$ cat src/rtl/seq_mul_pkg.sv
// Shared types and helpers for the sequential shift-add multiplier.
package seq_mul_pkg;

    typedef enum logic [1:0] {
        IDLE = 2'd0,
        CALC = 2'd1,
        DONE = 2'd2
    } state_e;

    function automatic int cntWidth(input int w);
        return $clog2(w);
    endfunction

endpackage

$ cat src/rtl/seq_multiplier_add_w.sv
// add_w: W-bit ripple-carry adder with carry-out, one full adder per bit.
module add_w #(
    parameter int W = 4
) (
    input  logic [W-1:0] x,
    input  logic [W-1:0] y,
    output logic [W-1:0] sum,
    output logic         cout
);

    logic [W:0] carry;

    assign carry[0] = 1'b0;

    for (genvar i = 0; i < W; i++) begin : g_fa
        assign sum[i]     = x[i] ^ y[i] ^ carry[i];
        assign carry[i+1] = (x[i] & y[i]) | (carry[i] & (x[i] ^ y[i]));
    end

    assign cout = carry[W];

endmodule

$ cat src/rtl/seq_multiplier.sv
// Sequential shift-add multiplier: W-bit operands, 2W-bit product over W cycles.
// Optional two's-complement mode enabled by defining SEQ_MUL_SIGNED_EN.
module seq_multiplier
    import seq_mul_pkg::*;
#(
    parameter int W = 4
) (
    input  logic           clk,
    input  logic           rst_n,
    input  logic           in_valid,
    output logic           in_ready,
    input  logic [W-1:0]   a,
    input  logic [W-1:0]   b,
`ifdef SEQ_MUL_SIGNED_EN
    input  logic           signed_op,
`endif
    output logic           out_valid,
    input  logic           out_ready,
    output logic [2*W-1:0] product
);

    localparam int CW = cntWidth(W);
    localparam logic [CW-1:0] LAST_ITER = CW'(W - 1);
    localparam logic [CW-1:0] CNT_ONE = CW'(1);

    state_e         state_q, state_d;
    logic [W-1:0]   mcand_q, mcand_d;
    logic [2*W-1:0] acc_q, acc_d;
    logic [CW-1:0]  cnt_q, cnt_d;

    logic [W-1:0]   addend;
    logic [W-1:0]   sum;
    logic           carryOut;
    logic [2*W-1:0] accShift;

`ifdef SEQ_MUL_SIGNED_EN
    localparam logic [W-1:0]   ONE_W  = W'(1);
    localparam logic [2*W-1:0] ONE_2W = (2 * W)'(1);
    logic sign_q, sign_d;
`endif

    assign addend = acc_q[0] ? mcand_q : '0;

    add_w #(.W(W)) u_add (
        .x    (acc_q[2*W-1:W]),
        .y    (addend),
        .sum  (sum),
        .cout (carryOut)
    );

    // Carry, sum and the untouched low half shift right together as one word.
    assign accShift = {carryOut, sum, acc_q[W-1:1]};

    always_comb begin
        state_d = state_q;
        mcand_d = mcand_q;
        acc_d   = acc_q;
        cnt_d   = cnt_q;
`ifdef SEQ_MUL_SIGNED_EN
        sign_d  = sign_q;
`endif
        case (state_q)
            IDLE: begin
                if (in_valid) begin
                    mcand_d = a;
                    acc_d   = {{W{1'b0}}, b};
                    cnt_d   = '0;
                    state_d = CALC;
`ifdef SEQ_MUL_SIGNED_EN
                    sign_d = 1'b0;
                    if (signed_op) begin
                        sign_d = a[W-1] ^ b[W-1];
                        if (a[W-1]) mcand_d = ~a + ONE_W;
                        if (b[W-1]) acc_d = {{W{1'b0}}, ~b + ONE_W};
                    end
`endif
                end
            end
            CALC: begin
                acc_d = accShift;
                cnt_d = cnt_q + CNT_ONE;
                if (cnt_q == LAST_ITER) begin
                    state_d = DONE;
`ifdef SEQ_MUL_SIGNED_EN
                    if (sign_q) acc_d = ~accShift + ONE_2W;
`endif
                end
            end
            DONE: begin
                if (out_ready) state_d = IDLE;
            end
            default: state_d = IDLE;
        endcase
    end

    always_ff @(posedge clk or negedge rst_n) begin
        if (!rst_n) begin
            state_q <= IDLE;
            mcand_q <= '0;
            acc_q   <= '0;
            cnt_q   <= '0;
`ifdef SEQ_MUL_SIGNED_EN
            sign_q  <= 1'b0;
`endif
        end else begin
            state_q <= state_d;
            mcand_q <= mcand_d;
            acc_q   <= acc_d;
            cnt_q   <= cnt_d;
`ifdef SEQ_MUL_SIGNED_EN
            sign_q  <= sign_d;
`endif
        end
    end

    // Partial sums never leak onto product outside DONE.
    assign in_ready  = (state_q == IDLE);
    assign out_valid = (state_q == DONE);
    assign product   = out_valid ? acc_q : '0;

endmodule
$ cat config.mk
export PLATFORM = sky130hd
export DESIGN_NAME = seq_multiplier
export DESIGN_NICKNAME = d
export VERILOG_FILES = /design/src/rtl/seq_mul_pkg.sv /design/src/rtl/seq_multiplier_add_w.sv /design/src/rtl/seq_multiplier.sv
export SDC_FILE = /design/constraint.sdc
export NUM_CORES = 1
export LEC_CHECK = 0
export ABC_AREA = 1
export BUFFER_PORTS_ARGS = -buffer_cell sky130_fd_sc_hd__buf_2
export CORE_ASPECT_RATIO = 1.2
export CORE_UTILIZATION = 30
export CTS_BUF_LIST = sky130_fd_sc_hd__clkbuf_2
export DETAILED_ROUTE_END_ITERATION = 16
export GPL_ROUTABILITY_DRIVEN = 0
export GPL_TIMING_DRIVEN = 0
export PLACE_DENSITY = 0.54
export SLEW_MARGIN = 20
export SYNTH_ARGS = -nofsm -noshare
export SYNTH_HDL_FRONTEND = slang
export SYNTH_SLANG_ARGS = --single-unit
$ cat constraint.sdc
create_clock -name clk -period 2.4 [get_ports clk]
set_clock_uncertainty 0.15 [all_clocks]
set_input_delay 0.12 -clock clk [delete_from_list [all_inputs] [get_ports clk]]
set_output_delay 0.12 -clock clk [all_outputs]
set_load 0.02 [all_outputs]
# Word-level counts from Yosys, hierarchy flattened
# Cells that the tools add are included.
# word_totals
output_inout_bits	10
ff_bits	16
romBits	0
mem_count	0
latch_bits	0
mem_bits_rw	0
wordCells	43
input_bits	12
# classes
multipliers	0
reduce_logical	5
n_eq_ne	6
addsub	1
n_shift	0
n_div	0
n_bitwise	17
magnitude_cmp	0
n_mux	10
# op_table
operator	count
8-bit 2-to-1 mux	2
8-bit one-hot mux with 2 select lines	1
2-bit 2-to-1 mux	4
1-bit AND	7
1-bit bitwise XOR	7
2-bit one-hot mux with 3 select lines	1
2-bit == test (second input constant)	2
4-bit 2-to-1 mux	1
2-bit inequality test (second input constant)	2
2-bit one-hot mux with 2 select lines	1
2-bit AND reduction	2
1-bit bitwise OR	3
3-bit AND reduction	1
2-bit by 1-bit adder with 2-bit output (second input constant)	1
2-bit by 1-bit == test with 1-bit output (second input constant)	1
2-bit logical NOT	1
2-bit by 1-bit inequality test with 1-bit output (second input constant)	1
2-bit nonzero test	1

# Depth between registers and ports, before layout
# Gate-level depths: netlist of run 1.
# logic_depth
depth_word	9
mapped_depth	8
ltp_nobuf	8

# By module
# Synthesis of run 1 repeated with hierarchy kept, for this count alone.
# unflattened
cells_unflattened	123
hier_area_um2	919.6
# by_module_without_submodules
mod	seq_area_each_um2	cells_per_inst	area_each_um2	n_inst
seq_multiplier	400.4	109	809.5	1
add_w	0.0	14	110.1	1

# Worst setup path before layout of run 1
# Ideal clock, no wire load.
# synth_path
kind	register to register
from	register acc_q[0]
to	register acc_q[6]
arrival_ns	1.976
required_ns	2.174
synth_period_minus_slack_ns	2.203
stages_incl_launch_ff	9
n_path_buf	0
slack_ns	0.197
setup_time_ns	0.076
path_cell_list	dfrtp_1 > nand2_1 > inv_1 > ha_1 > fa_1 > fa_1 > inv_1 > fa_1 > o21ai_1
# synth_between
elab_chain_len	8
word_cells_on_any_way	13
classes_between	mux: 2; bitwise: 11
# synth_lines
element	line_no	text
from (decl)	seq_multiplier.sv:28	logic [2*W-1:0] acc_q, acc_d;
from (signal assigned)	seq_multiplier.sv:100	acc_q <= '0;
from (signal assigned)	seq_multiplier.sv:108	acc_q <= acc_d;
4-bit 2-to-1 mux *	seq_multiplier.sv:42	assign addend = acc_q[0] ? mcand_q : '0;
1-bit AND / 1-bit bitwise XOR (equally long branches)	seq_multiplier_add_w.sv:17	assign carry[i+1] = (x[i] & y[i]) | (carry[i] & (x[i] ^ y[i]));
1-bit AND	seq_multiplier_add_w.sv:17	
1-bit bitwise OR	seq_multiplier_add_w.sv:17	
1-bit AND	seq_multiplier_add_w.sv:17	
1-bit bitwise OR	seq_multiplier_add_w.sv:17	
1-bit bitwise XOR *	seq_multiplier_add_w.sv:16	assign sum[i] = x[i] ^ y[i] ^ carry[i];
8-bit one-hot mux with 2 select lines *	seq_multiplier.sv:62	case (state_q)
# Every way passes the cells marked *; elsewhere a longest branch is shown, timed or not.
# A chain may end at the register's enable or synchronous reset.

# Worst setup path after layout of run 1
# Same ends and word-level chain as after synthesis.

==> results.md, run 1 <==
* Status: finished clean
* Initial antenna violation count at 0
* Layout Utilization at 0.4495
* Worst slew margin at 0.7546
* Starting DRT DRC Count at 9
* Post-synth top cells: 42 x nand2_1, 16 x dfrtp_1, 15 x inv_1, 12 x nand3_1, 8 x nor2_1
* Synthesis Warnings at 0
* Global route overflow at 0
* Post-synth ARST share at 1.000
* Storage element area at 401.6 um^2
* Mapped cell area at 860.8 um^2
* Core area at 2628 um^2
* Static Leak at 0.0006540 uW
* Crit end category: register
* ANT cells at 0
* Routed WL per cell at 10.77 um
* Post-DP Area at 1007 um^2
* Area Growth Syn to Fin at 37.21%
* Number of synthesized register bits at 16
* Startpoint Class: register
* Share of the synthesized area in the top cell type at 0.4651
* Most numerous cell in the Yosys netlist: nand2_1
* Routed wire length at 1971 um
* Final setup TNS at 0 ps
* FMAX at 0.4434 GHz
* Routed via count at 798
* Worst VDD drop at 0.6132 mV
* Initial core utilization at 0.3276
* RSZ-0062 raised after global routing: false
* Synth area leader: dfrtp_1
* CTS tree: done
* Gr usage total at 0.1471
* Crit path arrival time at 2320 ps
* Layout cells sized above 1 at 0.2333
* Port Buffers at 21
* Netlist cell types at 14
* Max Cap Viol at 0
* # rows at 20
* Crit path max fanout at 4
* Multi-input gate area at 387.9 um^2
* PwrDens at 998.3 nW/um^2
* Post-Synthesis Cells at 110
* Worst Hold Class: in -> async
* CTS sink count at 16
* Pre-Repair DR Iteration Count at 4
* Largest net degree at the start of global routing at 17
* Slew Limit Fails at 0
* Final ANT Viol Nets at 0
* Pre-CTS setup slack at 66.11 ps
* Worst-Skew Late Latency at 280 ps
* Final Hold Viols at 0
* Post-route DRC at 0
* First-pass GRT wire length at 3270 um
* H-tree depth at 1
* Fin crit period at 2255 ps
* DR vias/cell at 4.361
* Die area at 3089 um^2
* Fillcell total at 297
* Setup WS post-layout at 144.8 ps
* Root Buffer: clkbuf_2
* Synthesized area per cell at 7.826 um^2
* Finished Cell Area at 1181 um^2
* Critical path class: reg -> reg
* Fin nets at 169
* Detailed placement HPWL at 1386 um
* Clk pin slew, worst setup/hold paths at 150 ps
* Final worst-path cycle share at 0.9396
* # IOs at 22
* Most area-consuming cells after synthesis: dfrtp_1 47%, nand2_1 18%, fa_1 7.0%, nand3_1 7.0%, inv_1 6.5%
* TritonCTS buffer count at 3
* Number of synthesized flops with an enable pin at 0
* Die height at 60.68 um
* Main synth FF type: dfrtp_1
* Final setup violating endpoints at 0
* Syn Nets at 127
* Critical path data required time at 2460 ps
* DIE WIDTH at 50.90 um
* Worst-case clock buffer depth at 2
* Slew at the pin closest to its max-slew limit at 368.1 ps
* Vias in the first global route at 757
* Sequential area share after synthesis at 0.4651
## state kept, by name, indices dropped and copies added, names as in the netlist
register / cells
cnt_q: 2
mcand_q: 4
state_q: 2
acc_q: 8
## cell usage in the layout (no fill, tap or decap), types with 2 or more instances in the layout
cell type,count
buf_2,21
buf_4,4
clkbuf_2,3
dfrtp_1,15
dlygate4sd3_1,14
fa_1,2
ha_1,2
inv_1,15
nand2_1,42
nand2_2,2
nand3_1,12
nor2_1,8
o21ai_1,4
## critical path, stage by stage (launching register included)
cell     delay, ps
dfrtp_2        450
nand2_1         60
inv_1           40
ha_1           180
fa_2           350
fa_1           370
inv_1           70
fa_1           400
o21ai_1        110
## per-stage QoR
stage,power [uW],instances,hold slack (ps)
after floorplan,866.6,110,-325.6
after global placement,995.1,164,-88.69
after detailed placement,1025,164,-88.88
after CTS,1168,181,91.15
after global routing,1304,183,114.2
final,1179,183,108.4
## kinds of logic after synthesis
| group | after synthesis | share of synthesized area |
|---|---|---|
| buf+inv | 18 | 0.08720 |
| fa+ha+maj | 5 | 0.09884 |
| flops | 16 | 0.4651 |
| compound gates | 6 | 0.03924 |
| simple gates | 65 | 0.3096 |
## power breakdown
part / internal [uW] / total [uW] / switching [uW]
sequential: 386 / 479 / 92.6
clock: 34.1 / 114 / 79.9
combinational: 237 / 586 / 349
## layout make-up
class | instances | area share
plain buffers | 2 | 0.01271
clock buffers | 3 | 0.01271
inverters | 16 | 0.05085
multi-input cells | 76 | 0.3284
flip-flops and latches | 16 | 0.3400
well taps | 33 | 0.03496
repair buffers | 37 | 0.2203
## path summary, 6_finish.rpt
| kind | from | depth (start not counted) | end | slack, ps |
|---|---|---|---|---|
| setup / recovery | acc_q[0] | 8 | acc_q[6] | 140 |
| hold / removal | rst_n | 2 | mcand_q[0] | 110 |
| setup reg to reg | acc_q[0] | 8 | acc_q[6] | 140 |
| hold reg to reg | mcand_q[1] | 2 | mcand_q[1] | 350 |
| max in group asynchronous | rst_n | 2 | acc_q[0] | 1690 |
| min in group clk | in_valid | 4 | mcand_q[0] | 110 |
## per-layer routing
metal / routed length, um / track usage / part of all wire / vias to the layer above
met1: 876 / 0.1627 / 0.44 / 364
met2: 1016 / 0.2650 / 0.52 / 16
met5: 0 / 0 / 0 / -
met4: 21 / 0.08730 / 0.011 / 0
li1: - / - / - / 416
met3: 57 / 0.02506 / 0.029 / 2
## what timing repair did
action | in CTS | in global routing
buffers inserted | 0 | 2
hold buffers | 14 | 0
gates resized for setup | 0 | 2
hold endpoints to repair | 25 | 0
setup endpoints to repair | 0 | 1
Power figures use the tool's default switching activity.
==> run 2, diff against run 1 <==
Settings changed: CORE_MARGIN set to 1.5, PLACE_DENSITY 0.54 to 0.56.
Clock period 2.4 ns to 1.9 ns, I/O delays scaled along.
==> run 2 against run 1 <==
  * The flow now finishes with violations (setup timing)
  * Final area is 0.11% higher
  * Fmax is 4.0% higher
  * Critical path depth is the same
  * Non-clock buffer count is 1 lower
  * Hold slack got worse by 56 ps
==> results.md, run 2 (same netlist as run 1, synthesis figures left out) <==
* P_int at 819.1 uW
* Startpoint Class: register
* Routed wire length at 1921 um
* Max reg flops at 8
* # rows at 21
* Crit path arrival time at 2260 ps
* Root Buffer: clkbuf_2
* TritonCTS buffer count at 3
* Die area at 3201 um^2
* Sw Share at 0.4454
* Pre-CTS setup slack at -336.9 ps
* Buf/Inv on CP at 2
* CP cell instances: nand2_1 > inv_1 > ha_2 > fa_2 > fa_2 > inv_2 > fa_1 > o21ai_1
* Slew at the pin closest to its max-slew limit at 368.6 ps
* Worst-Skew Late Latency at 290 ps
* RSZ-0062 raised after global routing: true
* Psw at 657.9 uW
* Gr usage total at 0.1369
* FMAX at 0.4613 GHz
* Pwr Total at 1477 uW
* Sequential share of power at 0.403
* DIE WIDTH at 51.90 um
* PostCTS Resize Cnt at 0
* Fin crit period at 2168 ps
* Status: complete, but fails checks
* Fin nets at 168
* Detailed placement HPWL at 1375 um
* Core area at 2759 um^2
* First-pass GRT wire length at 3263 um
* Worst VDD drop at 0.7828 mV
* Most flops, register: acc_q
* Slew Limit Fails at 0
* Worst Hold Class: in -> reg
* Critical Path Max Stage Delay at 420 ps
* Layout cells sized above 1 at 0.2400
* Slowest-stage cell, CP: dfrtp_1
* Routed WL per cell at 10.44 um
* Worst slew margin at 0.7543
* Setup WS post-layout at -267.8 ps
* Vias in the first global route at 759
* Final setup TNS at -267.8 ps
* Final worst-path cycle share at 1.141
* Crit end category: register
* Crit path top cell by count: fa_2
* Final ANT Viol Nets at 0
* CTS sink count at 16
* PwrDens at 1249 nW/um^2
* Post-route DRC at 0
* Clock share of power at 0.106
* Worst-case clock buffer depth at 2
* # IOs at 22
* Largest net degree at the start of global routing at 17
* Critical path data required time at 1990 ps
* Area Growth Syn to Fin at 37.35%
* Starting DRT DRC Count at 17
* DR vias/cell at 4.391
* Die height at 61.68 um
* Final Hold Viols at 0
* Static Leak at 0.0006473 uW
* Pre-Repair DR Iteration Count at 4
* Biggest regs: acc_q x8, mcand_q x4
* Commonest non-fill, non-tap cell in the layout: nand2_1
* Fillcell total at 292
* Clk pin slew, worst setup/hold paths at 160 ps
* Most frequent cells in the layout: 42 x nand2_1, 21 x buf_2, 16 x dfrtp_1, 14 x inv_1, 14 x dlygate4sd3_1
* Port Buffers at 21
* H-tree depth at 1
* CTS tree: done
* Initial antenna violation count at 0
* Failing checks: setup timing
* Max Cap Viol at 0
* Critical path class: reg -> reg
* ANT cells at 0
* Crit path max fanout at 2
* Combinational fraction of design power at 0.491
* Delay-heaviest family, CP: adder cells
* Global route overflow at 0
* Final setup violating endpoints at 1
* Initial core utilization at 0.3120
* Routed via count at 808
==> run 2: cell types whose count changed in the layout (fill, tap and decap cells not counted), sizes merged <==
cell and delta:
clkinv +1, buf -1
==> run 2: final cells by class <==
cell class | instances | area (um^2) | share of cell area
multi-input cells | 76 | 392.9 | 0.3323
clock buffers | 3 | 15.01 | 0.01270
clock inverters | 1 | 3.754 | 0.003175
plain buffers | 2 | 15.01 | 0.01270
flip-flops and latches | 16 | 400.4 | 0.3386
well taps | 34 | 42.54 | 0.03598
repair buffers | 36 | 252.7 | 0.2138
inverters | 16 | 60.06 | 0.05079
==> run 2: worst reg2reg max path, cell delays in order (launching register included) <==
cell,delay [ps]
dfrtp_1,420
nand2_1,70
inv_1,40
ha_2,160
fa_2,330
fa_2,340
inv_2,60
fa_1,400
o21ai_1,140
==> run 2: what timing repair did <==
| item | 4_1_cts | 5_1_grt |
|---|---|---|
| endpoints found under the setup margin | 3 | 3 |
| setup buffers | 1 | 0 |
| endpoints found under the hold margin | 25 | 0 |
| hold buffers | 14 | 0 |
| pin swaps | 1 | 2 |
==> run 2: power by group through the flow <==
stage	Combinational [uW]	Clock (uW)	Sequential, uW
2_1_floorplan	516	0	584
3_3_place_gp	657	0	607
3_5_place_dp	681	0	613
4_1_cts	744	164	595
5_1_grt	852	173	617
6_report	725	157	596
==> run 2: final timing paths <==
path / to / slack (ps) / from / cells after the start
max: acc_q[6] / -270 / acc_q[0] / 8
min: state_q[0] / 50 / in_valid / 3
max reg2reg: acc_q[6] / -270 / acc_q[0] / 8
min reg2reg: cnt_q[1] / 350 / cnt_q[1] / 2
max in group asynchronous: cnt_q[0] / 1260 / rst_n / 2
min in group asynchronous: acc_q[4] / 70 / rst_n / 2
==> run 2: routing by layer <==
metal | up-vias | wire length [um] | share of wire | track usage
met1 | 369 | 866 | 0.45 | 0.1626
li1 | 416 | - | - | -
met4 | 0 | 22 | 0.011 | 0.04887
met5 | - | 0 | 0 | 0
met2 | 19 | 954 | 0.50 | 0.2477
met3 | 4 | 77 | 0.040 | 0.02427
==> run 2: per-stage QoR <==
stage          hold WS [ps]    util  std cells  cell area, um^2
2_1_floorplan        -350.6       -        110            868.3
3_3_place_gp         -115.9  0.3683        165             1016
3_5_place_dp         -116.5  0.3683        165             1016
4_1_cts               42.27  0.4286        184             1182
5_1_grt               96.60  0.4286        184             1182
6_report              52.33  0.4286        184             1182
